[src/rtl/phase_pkg.sv]
// -----------------------------------------------------------------------------
// phase_pkg
//   Shared types and helpers for the phase reconstruction path.
//   - phase_t            : default signed phase word (full scale = +/-pi)
//   - PHASE_MAX/PHASE_MIN: extreme codes of phase_t
//   - integ_state_t      : integrator control state (IDLE / RUN)
//   - wrap_add()         : modular three-term phase add with wrap detection
// -----------------------------------------------------------------------------
package phase_pkg;

  localparam int PHASE_W = 18;

  typedef logic signed [PHASE_W-1:0] phase_t;

  localparam phase_t PHASE_MAX = {1'b0, {(PHASE_W-1){1'b1}}};
  localparam phase_t PHASE_MIN = {1'b1, {(PHASE_W-1){1'b0}}};

  typedef enum logic {
    IDLE = 1'b0,
    RUN  = 1'b1
  } integ_state_t;

  // Container width for wrap_add operands; callers sign-extend their phase
  // words into it, so any phase width below ADD_W is supported.
  localparam int ADD_W = 32;

  localparam logic [1:0] WRAP_NONE = 2'b00;
  localparam logic [1:0] WRAP_POS  = 2'b01;
  localparam logic [1:0] WRAP_NEG  = 2'b10;

  typedef struct packed {
    logic signed [ADD_W-1:0] phase;  // wrapped result, sign-extended from w bits
    logic [1:0]              wrap;   // WRAP_NONE / WRAP_POS / WRAP_NEG
  } wrap_sum_t;

  // Adds three w-bit signed phase words (sign-extended to ADD_W) modulo 2^w.
  // The exact sum is folded back into w bits; if folding changed the value
  // the sum left the +/-pi range, and the sign of the exact sum tells which
  // way. Three w-bit terms can exceed the range by less than one full turn,
  // so at most one wrap is reported per add.
  function automatic wrap_sum_t wrap_add(input logic signed [ADD_W-1:0] a,
                                         input logic signed [ADD_W-1:0] b,
                                         input logic signed [ADD_W-1:0] c,
                                         input int                      w);
    logic signed [ADD_W+1:0] sum;
    logic signed [ADD_W+1:0] folded;
    int                      sh;
    wrap_sum_t               r;
    sum    = {{2{a[ADD_W-1]}}, a} + {{2{b[ADD_W-1]}}, b} + {{2{c[ADD_W-1]}}, c};
    sh     = ADD_W + 2 - w;
    folded = (sum <<< sh) >>> sh;
    r.phase = folded[ADD_W-1:0];
    if (folded == sum) begin
      r.wrap = WRAP_NONE;
    end else if (sum[ADD_W+1]) begin
      r.wrap = WRAP_NEG;
    end else begin
      r.wrap = WRAP_POS;
    end
    return r;
  endfunction

endpackage

[src/rtl/phase_integrator_sat_updown_counter.sv]
// -----------------------------------------------------------------------------
// sat_updown_counter
//   Signed up/down counter that saturates at +(2^(W-1)-1) and -2^(W-1).
//   clr restarts the count from zero in the same cycle, and a simultaneous
//   inc/dec is applied on top of that zero.
// Ports:
//   clk, reset  : clock, synchronous active-high reset
//   inc, dec    : single-step up / down requests (both high = no change)
//   clr         : restart from zero
//   count       : signed registered count
// -----------------------------------------------------------------------------
module sat_updown_counter #(
  parameter int W = 8
) (
  input  logic                clk,
  input  logic                reset,
  input  logic                inc,
  input  logic                dec,
  input  logic                clr,
  output logic signed [W-1:0] count
);

  localparam logic signed [W-1:0] CNT_MAX = {1'b0, {(W-1){1'b1}}};
  localparam logic signed [W-1:0] CNT_MIN = {1'b1, {(W-1){1'b0}}};
  localparam logic signed [W-1:0] CNT_ONE = {{(W-1){1'b0}}, 1'b1};

  function automatic logic signed [W-1:0] sat_step(input logic signed [W-1:0] c,
                                                   input logic                up,
                                                   input logic                dn);
    logic signed [W-1:0] n;
    n = c;
    if (up && !dn && (c != CNT_MAX)) begin
      n = c + CNT_ONE;
    end else if (dn && !up && (c != CNT_MIN)) begin
      n = c - CNT_ONE;
    end
    return n;
  endfunction

  always_ff @(posedge clk) begin
    if (reset) begin
      count <= '0;
    end else if (clr) begin
      count <= sat_step('0, inc, dec);
    end else begin
      count <= sat_step(count, inc, dec);
    end
  end

endmodule

[src/rtl/phase_integrator.sv]
// -----------------------------------------------------------------------------
// phase_integrator
//   Rebuilds absolute phase from signed phase increments (inverse of the
//   post-CORDIC phase differentiator). Arithmetic wraps modulo 2*pi; each
//   crossing of +/-pi is flagged and tallied in a saturating revolution count.
//
// Optional build macro: PHASE_INTEG_FREQ_OFFSET_EN
//   Adds input freq_offset, summed into every accepted sample (also while
//   frozen). Without the macro the port is absent and the offset is zero.
//
// Ports:
//   clk, reset   : clock, synchronous active-high reset
//   delta_valid  : delta_theta carries a sample this cycle
//   delta_theta  : signed phase increment
//   load_en      : replace the accumulator base with load_phase
//   load_phase   : signed phase to load
//   freeze       : accepted samples integrate as zero increment
//   freq_offset  : (macro only) signed per-sample phase offset
//   theta        : registered reconstructed phase
//   theta_valid  : theta updated this cycle (registered delta_valid)
//   wrap_pos     : one-cycle pulse, crossed +pi -> -pi
//   wrap_neg     : one-cycle pulse, crossed -pi -> +pi
//   rev_cnt      : signed saturating net revolution count
//   running      : a sample has been accepted since reset / last load
//
// WIDTH must stay below phase_pkg::ADD_W.
// -----------------------------------------------------------------------------
module phase_integrator
  import phase_pkg::*;
#(
  parameter int WIDTH = 18,
  parameter int REV_W = 8
) (
  input  logic                    clk,
  input  logic                    reset,
  input  logic                    delta_valid,
  input  logic signed [WIDTH-1:0] delta_theta,
  input  logic                    load_en,
  input  logic signed [WIDTH-1:0] load_phase,
  input  logic                    freeze,
`ifdef PHASE_INTEG_FREQ_OFFSET_EN
  input  logic signed [WIDTH-1:0] freq_offset,
`endif
  output logic signed [WIDTH-1:0] theta,
  output logic                    theta_valid,
  output logic                    wrap_pos,
  output logic                    wrap_neg,
  output logic signed [REV_W-1:0] rev_cnt,
  output logic                    running
);

  logic signed [WIDTH-1:0] acc_p1;
  logic signed [WIDTH-1:0] theta_p1;
  logic                    vld_p1;
  logic                    wrap_pos_p1;
  logic                    wrap_neg_p1;

  logic signed [WIDTH-1:0] base_p0;
  logic signed [WIDTH-1:0] inc_p0;
  logic signed [WIDTH-1:0] offs_p0;
  logic signed [WIDTH-1:0] sum_p0;
  logic                    wrap_pos_p0;
  logic                    wrap_neg_p0;
  wrap_sum_t               ws_p0;
  logic                    unused_hi_p0;

  integ_state_t            state;
  integ_state_t            state_nxt;

`ifdef PHASE_INTEG_FREQ_OFFSET_EN
  assign offs_p0 = freq_offset;
`else
  assign offs_p0 = '0;
`endif

  // ---- stage p0: base/increment selection and modular add ----
  always_comb begin
    base_p0     = load_en ? load_phase : acc_p1;
    inc_p0      = freeze ? '0 : delta_theta;
    ws_p0       = wrap_add(ADD_W'(base_p0), ADD_W'(inc_p0), ADD_W'(offs_p0), WIDTH);
    sum_p0      = ws_p0.phase[WIDTH-1:0];
    // Wraps only count for accepted samples; a bare load never wraps.
    wrap_pos_p0 = delta_valid && (ws_p0.wrap == WRAP_POS);
    wrap_neg_p0 = delta_valid && (ws_p0.wrap == WRAP_NEG);
  end

  // Upper container bits are just the sign extension of sum_p0.
  assign unused_hi_p0 = ^ws_p0.phase[ADD_W-1:WIDTH];

  // ---- stage p1: accumulator and output registers ----
  always_ff @(posedge clk) begin
    if (reset) begin
      acc_p1      <= '0;
      theta_p1    <= '0;
      vld_p1      <= 1'b0;
      wrap_pos_p1 <= 1'b0;
      wrap_neg_p1 <= 1'b0;
    end else begin
      vld_p1      <= delta_valid;
      wrap_pos_p1 <= wrap_pos_p0;
      wrap_neg_p1 <= wrap_neg_p0;
      if (delta_valid) begin
        acc_p1   <= sum_p0;
        theta_p1 <= sum_p0;
      end else if (load_en) begin
        acc_p1   <= load_phase;
      end
    end
  end

  // Revolution count moves in the same cycle the wrap flags register.
  sat_updown_counter #(
    .W(REV_W)
  ) u_rev_cnt (
    .clk  (clk),
    .reset(reset),
    .inc  (wrap_pos_p0),
    .dec  (wrap_neg_p0),
    .clr  (load_en),
    .count(rev_cnt)
  );

  always_ff @(posedge clk) begin
    if (reset) begin
      state <= IDLE;
    end else begin
      state <= state_nxt;
    end
  end

  always_comb begin
    state_nxt = state;
    if (delta_valid) begin
      state_nxt = RUN;
    end else if (load_en) begin
      state_nxt = IDLE;
    end
  end

  always_comb begin
    running = (state == RUN);
  end

  assign theta       = theta_p1;
  assign theta_valid = vld_p1;
  assign wrap_pos    = wrap_pos_p1;
  assign wrap_neg    = wrap_neg_p1;

endmodule
[config.mk]
export PLATFORM = sky130hd
export DESIGN_NAME = phase_integrator
export DESIGN_NICKNAME = d
export VERILOG_FILES = /design/src/rtl/phase_pkg.sv /design/src/rtl/phase_integrator_sat_updown_counter.sv /design/src/rtl/phase_integrator.sv
export SDC_FILE = /design/constraint.sdc
export NUM_CORES = 1
export LEC_CHECK = 0
export CORE_MARGIN = 8
export CORE_UTILIZATION = 56
export CTS_CLUSTER_SIZE = 10
export DETAILED_ROUTE_END_ITERATION = 6
export PLACE_DENSITY = 0.87
export SETUP_SLACK_MARGIN = 0.05
export SYNTH_ARGS = -nofsm -noshare
export SYNTH_HDL_FRONTEND = slang
export SYNTH_HIERARCHICAL = 1
export SYNTH_SLANG_ARGS = --single-unit
export TNS_END_PERCENT = 30
[constraint.sdc]
create_clock -name clk -period 15.4 [get_ports clk]
set_input_delay 2.31 -clock clk [delete_from_list [all_inputs] [get_ports clk]]
set_output_delay 2.31 -clock clk [all_outputs]
set_load 0.01 [all_outputs]
* After elaboration in Yosys (flattened, before gate mapping)
Index checks and enable logic that the tools add are counted.
** Word-level totals
- Output and inout port bits :: 30
- Word-level logic and storage cells :: 37
- Flip-flop bits (word level) :: 48
- Input port bits :: 41
** Operators by class
- Eq/ne operators :: 5
- Muxes and demuxes :: 12
- Reduce and logical (&&, ||, !) cells :: 10
- Add/subtract/negate cells :: 3
** Operators by type and width (count)
- 18-bit two-way mux :: 3
- 8-bit two-way mux :: 5
- 18-bit by 18-bit adder with 19-bit output :: 1
- 8-bit inequality test (second input constant) :: 2
- 8-bit by 2-bit adder with 8-bit output (second input constant) :: 1
- 8-bit by 2-bit subtractor with 8-bit output (second input constant) :: 1
- 1-bit logical AND :: 6
- 2-bit two-way mux :: 2
- 3-bit nonzero test :: 1
- 2-bit by 1-bit equality test with 1-bit output (second input constant) :: 1
- 2-bit equality test (second input constant) :: 1
- 1-bit logical NOT :: 2
- 1-bit two-way mux :: 2
- 2-bit nonzero test :: 1
- 1-bit equality test :: 1

* Logic depth before layout (Yosys ltp)
- Word-level depth :: 12
- Depth in mapped cells :: 19
- Mapped depth without buffers :: 18

* By module
The synthesis kept the hierarchy.
** By module, submodules not included
- phase_integrator :: area an instance 2686.3 µm², cells an instance 316, sequential area each 800.8 µm², instances 1
- sat_updown_counter :: area an instance 681.9 µm², cells an instance 77, sequential area each 160.2 µm², instances 1

* Worst setup path before layout
Ideal clock, no wire load.
- Path type :: in2reg
- Start :: in load_en
- End :: reg u_rev_cnt.count[6]
- Path buffers :: 2
- Slack :: 8.345 ns
- Required time :: 15.274 ns
- Setup time :: 0.126 ns
- Cell stages on the path :: 19
- Data arrival time :: 6.929 ns
- Path through :: clkbuf_1 clkbuf_1 mux2_2 ha_1 a21o_1 a221oi_4 nor4_2 o21a_1 or4b_1 o32ai_1 inv_1 ha_1 o21ai_2 ha_1 a21o_1 a311o_1 a21oi_1 xor2_1 a31oi_1
** Between the ends
- Longest elaborated chain between the ends :: 11
- Elaborated cells between the ends (all ways) :: 20
- Those cells by class :: add/sub (1); eq/ne (3); mux (7); reduce/logical (9)
** Ends and longest elaborated chain
- start, declared :: RTL line phase_integrator.sv:38 : input logic load_en,
- 18-bit two-way mux *
- 18-bit by 18-bit adder with 19-bit output * :: RTL line phase_pkg.sv:49 : sum = {{2{a[ADD_W-1]}}, a} + {{2{b[ADD_W-1]}}, b} + {{2{c[ADD_W-1]}}, c};
- 2-bit two-way mux or 1-bit equality test (tied branches) :: RTL line phase_pkg.sv:55, phase_pkg.sv:53
- 2-bit two-way mux * :: RTL line phase_pkg.sv:53 : if (folded == sum) begin
- 2-bit equality test * :: RTL line phase_integrator.sv:84 : wrap_neg_p0 = delta_valid && (ws_p0.wrap == WRAP_NEG);
- 1-bit logical AND * :: RTL line phase_integrator.sv:84
- via wrap_neg_p0 :: RTL line phase_integrator.sv:63 : logic wrap_neg_p0;
- 1-bit logical NOT :: RTL line phase_integrator_sat_updown_counter.sv:32 : if (up && !dn && (c != CNT_MAX)) begin
- 1-bit logical AND (2 in series) :: RTL line phase_integrator_sat_updown_counter.sv:32
- 8-bit two-way mux :: RTL line phase_integrator_sat_updown_counter.sv:32
- 8-bit two-way mux :: RTL line phase_integrator_sat_updown_counter.sv:43 : end else if (clr) begin
- end signal, assigned :: RTL line phase_integrator_sat_updown_counter.sv:44 : count <= sat_step('0, inc, dec);
- end signal, assigned :: RTL line phase_integrator_sat_updown_counter.sv:46 : count <= sat_step(count, inc, dec);
- end, declared :: RTL line phase_integrator_sat_updown_counter.sv:20 : output logic signed [W-1:0] count
The timed path passes the listed nets; every way through them passes the cells marked *.
A chain may end at the register's enable or synchronous reset.

* Worst setup path in the final report
Ends and elaborated chain as after synthesis.

==> flow_summary.yaml <==
status:
  status: "finished clean"
clock_tree:
  cts_made_buffers: 5
  clkLatencyLatePin_ns: 0.31
  htreeDepth: 2
  cts_resized: 0
  cts.clk_slew.worst_paths_ns: 0.09
  cts_buffer_depth: 2
  cts_tree: "built"
  cts_hold_buf: 0
  cts_setup_buffers: 0
  cts_root_buffer: "clkbuf_8"
  cts_sinks: 48
placed_design:
  dp_hpwl_um: 6970
  io_buffers: 70
  place_area_mm2: 0.00412
  gp_congestion: 0.956
die:
  dieArea_mm2: 0.00875
  io_pins: 71
  initial_core_util: 0.576
  core_area_mm2: 0.00585
  die_width_um: 93.6
  rows: 28
  die_h_um: 93.6
layout:
  drive_above_1_share: 0.103
  final_cell_mix: "clkdlybuf4s50_1, dfxtp_1, nand2_1"
  nNetsFinal: 527
  final_common_cell: "clkdlybuf4s50_1"
  area_growth_syn_to_layout_pct: 26.2
  antenna_cells: 0
  fillers: 439
  final_area_mm2: 0.00425
timing:
  min_period_ns: 7.52
  hold_viol_final: 0
  setup_viol: 0
  worstMarginPinSlew_ns: 1.04
  fmax_mhz: 133
  min_period_over_period: 0.489
  fin_skew_ns: 0.00582
  fin_setup_tns_ns: 0
  grt_setup_unrepaired: "no"
  max_slew_margin: 0.301
  slew_violations: 0
synth:
  yosysTopAreaCell: "dfxtp_1"
  synth_top_cell_area_share: 0.285
  synthArstFlopShare: 0
  synth_edf_count: 0
  syn_nets: 463
  synth_compound_area_frac: 0.236
  synth_flop_cell: "dfxtp_1"
  synth_warnings: 6
  avgSynthCellArea_um2: 8.57
  synth_top_family_by_area: "compound AO/OA/AOI/OAI gates"
  synth-adder-area-share: 0.112
  synth_simple_gate_area_share: 0.217
  synth_mux_area_frac: 0.0780
  synth_cells: 393
  seq_area_frac_synth: 0.285
  yosys-top-cells-area: "dfxtp_1, ha_1, mux2_2"
  synth_cell_types: 64
  synth_area_mm2: 0.00337
  synth_seq_cells: 48
  synth-xor-area-share: 0.0442
global_route:
  grt.overflow.total: 0
  grt_pass1_vias: 3233
  grt_max_degree: 32
  antenna_found_initial: 0
  grt_use_total: 0.215
  grt_pass1_wl_um: 15300
critical_path:
  critPathBufInv: 3
  worstRegToRegCells: 18
  cp-start-kind: "input pin"
  slowest_delay_ns: 0.51
  crit_path_frequent_cell: "ha_1"
  slowest_stage: "or4b_1"
  crit_path_end_kind: "register"
  critPathMaxFanout: 27
  path_delay_family: "compound AO/OA/AOI/OAI gates"
  crit_chain: "clkdlybuf4s50_1, buf_4, mux2_2, ha_1, fa_1, a21o_1, a221oi_4, nor4_2, o21a_1, or4b_1, o32ai_1, inv_1, ha_1, o21ai_2, ha_1, a21o_1, a311o_1, a21oi_1, xor2_1, a31oi_1"
  cp_data_required_time_ns: 15.59
  path_class: "input pin to register"
  worstPathArrival_ns: 7.71
  crit_cells: 20
power_and_ir_drop:
  pwr-share-clk: 0.267
  powerDensity_mw_per_mm2: 89.2
  p_comb_frac: 0.354
  swShare: 0.318
  cellInternalPower_w: 0.000259
  leakage_nw: 1.69
  p_sw_w: 0.000120
  share_seq_of_total_power: 0.379
  vdd_drop_max_v: 0.0000552
run:
  max_cap_violations: 0
routing:
  drt_wl_total_um: 9520
  ant_nets: 0
  vias_per_cell: 6.22
  drc_errors: 0
  first_pass_iters: 4
  drt_iter0_markers: 192
  drt-wirelength-per-cell_um: 17.9
  route.vias.total: 3316
hold_path:
  hp-class: "register to register"
  hold_path_depth: 2
==> power groups by stage <==
stage / Combinational [W] / Clock [W] / Sequential (W)
after CTS: 0.000133 / 0.000101 / 0.000144
after floorplan: 0.0000844 / 0 / 0.000148
after global placement: 0.000127 / 0 / 0.000146
after global routing: 0.000146 / 0.000108 / 0.000145
after detailed placement: 0.000132 / 0 / 0.000146
final: 0.000134 / 0.000101 / 0.000144
==> worst register-to-register path, cell delays in order, from the launching register on <==
cell and delay (ns):
dfxtp_1 0.30, mux2_2 0.27, ha_1 0.23, fa_1 0.40, a21o_1 0.21, a221oi_4 0.36
nor4_2 0.08, o21a_1 0.22, or4b_1 0.51, o32ai_1 0.21, inv_1 0.09, ha_1 0.23
o21ai_2 0.23, ha_1 0.40, a21o_1 0.22, a311o_1 0.36, a21oi_1 0.19, xor2_1 0.16
a31oi_1 0.09
==> state kept, by name (all words and copies together), names as in the netlist <==
name	count
acc_p1	18
running	1
theta	18
theta_valid	1
u_rev_cnt/count	8
wrap_neg	1
wrap_pos	1
==> kinds of logic (layout without fill, tap and decap cells) <==
| logic type | after synthesis | after routing |
|---|---|---|
| XOR/XNOR | 17 | 17 |
| multiplexers | 24 | 24 |
| AO/OA/AOI/OAI | 111 | 111 |
| flip-flops | 48 | 48 |
| buffers and inverters | 24 | 89 |
| AND/OR/NAND/NOR | 140 | 140 |
| adder cells (fa/ha/maj) | 29 | 29 |
==> synth_stat cells (8+ instances only) <==
cell       n
xor2_1     8
nor2b_1   19
nor2_1    26
mux2_2    18
clkbuf_1  13
a21oi_1   37
dfxtp_1   48
xnor2_1    9
a21o_1     8
o21ai_0   11
ha_1      27
nand2_1   43
==> area by class of cell <==
| cell class | count | area, um2 | area share |
|---|---|---|---|
| Multi-Input combinational cell | 321 | 2310 | 0.545 |
| Sequential cell | 48 | 961 | 0.226 |
| Clock inverter | 1 | 30.0 | 0.00707 |
| Inverter | 8 | 30.0 | 0.00707 |
| Tap cell | 75 | 93.8 | 0.0221 |
| Clock buffer | 7 | 96.3 | 0.0227 |
| Timing Repair Buffer | 73 | 723 | 0.170 |
==> metal layers <==
metal	vias to the layer above	share of wire	track usage
met2	152	0.49	0.376
met4	0	0.021	0.0674
met5	-	0	0
met1	1570	0.41	0.252
li1	1565	-	-
met3	29	0.075	0.0489
==> worst paths after layout <==
kind,to,slack (ns),startpoint
max,u_rev_cnt/count[6],7.88,load_en
min,theta[9],0.47,theta[9]
max reg2reg,u_rev_cnt/count[6],10.51,acc_p1[0]
min reg2reg,theta[9],0.47,theta[9]
==> metrics by stage <==
| stage | std cells | hold WS, ns | setup slack [ns] | power (W) | util |
|---|---|---|---|---|---|
| final | 533 | 0.467 | 7.88 | 0.000379 | 0.726 |
| after detailed placement | 525 | 0.448 | 7.67 | 0.000278 | 0.705 |
| after global routing | 533 | 0.492 | 7.60 | 0.000399 | 0.726 |
| after floorplan | 393 | 0.482 | 8.35 | 0.000233 | - |
| after global placement | 525 | 0.440 | 7.86 | 0.000273 | 0.705 |
| after CTS | 533 | 0.469 | 7.96 | 0.000378 | 0.726 |
Note: power is estimated with default switching activity, not from simulation.
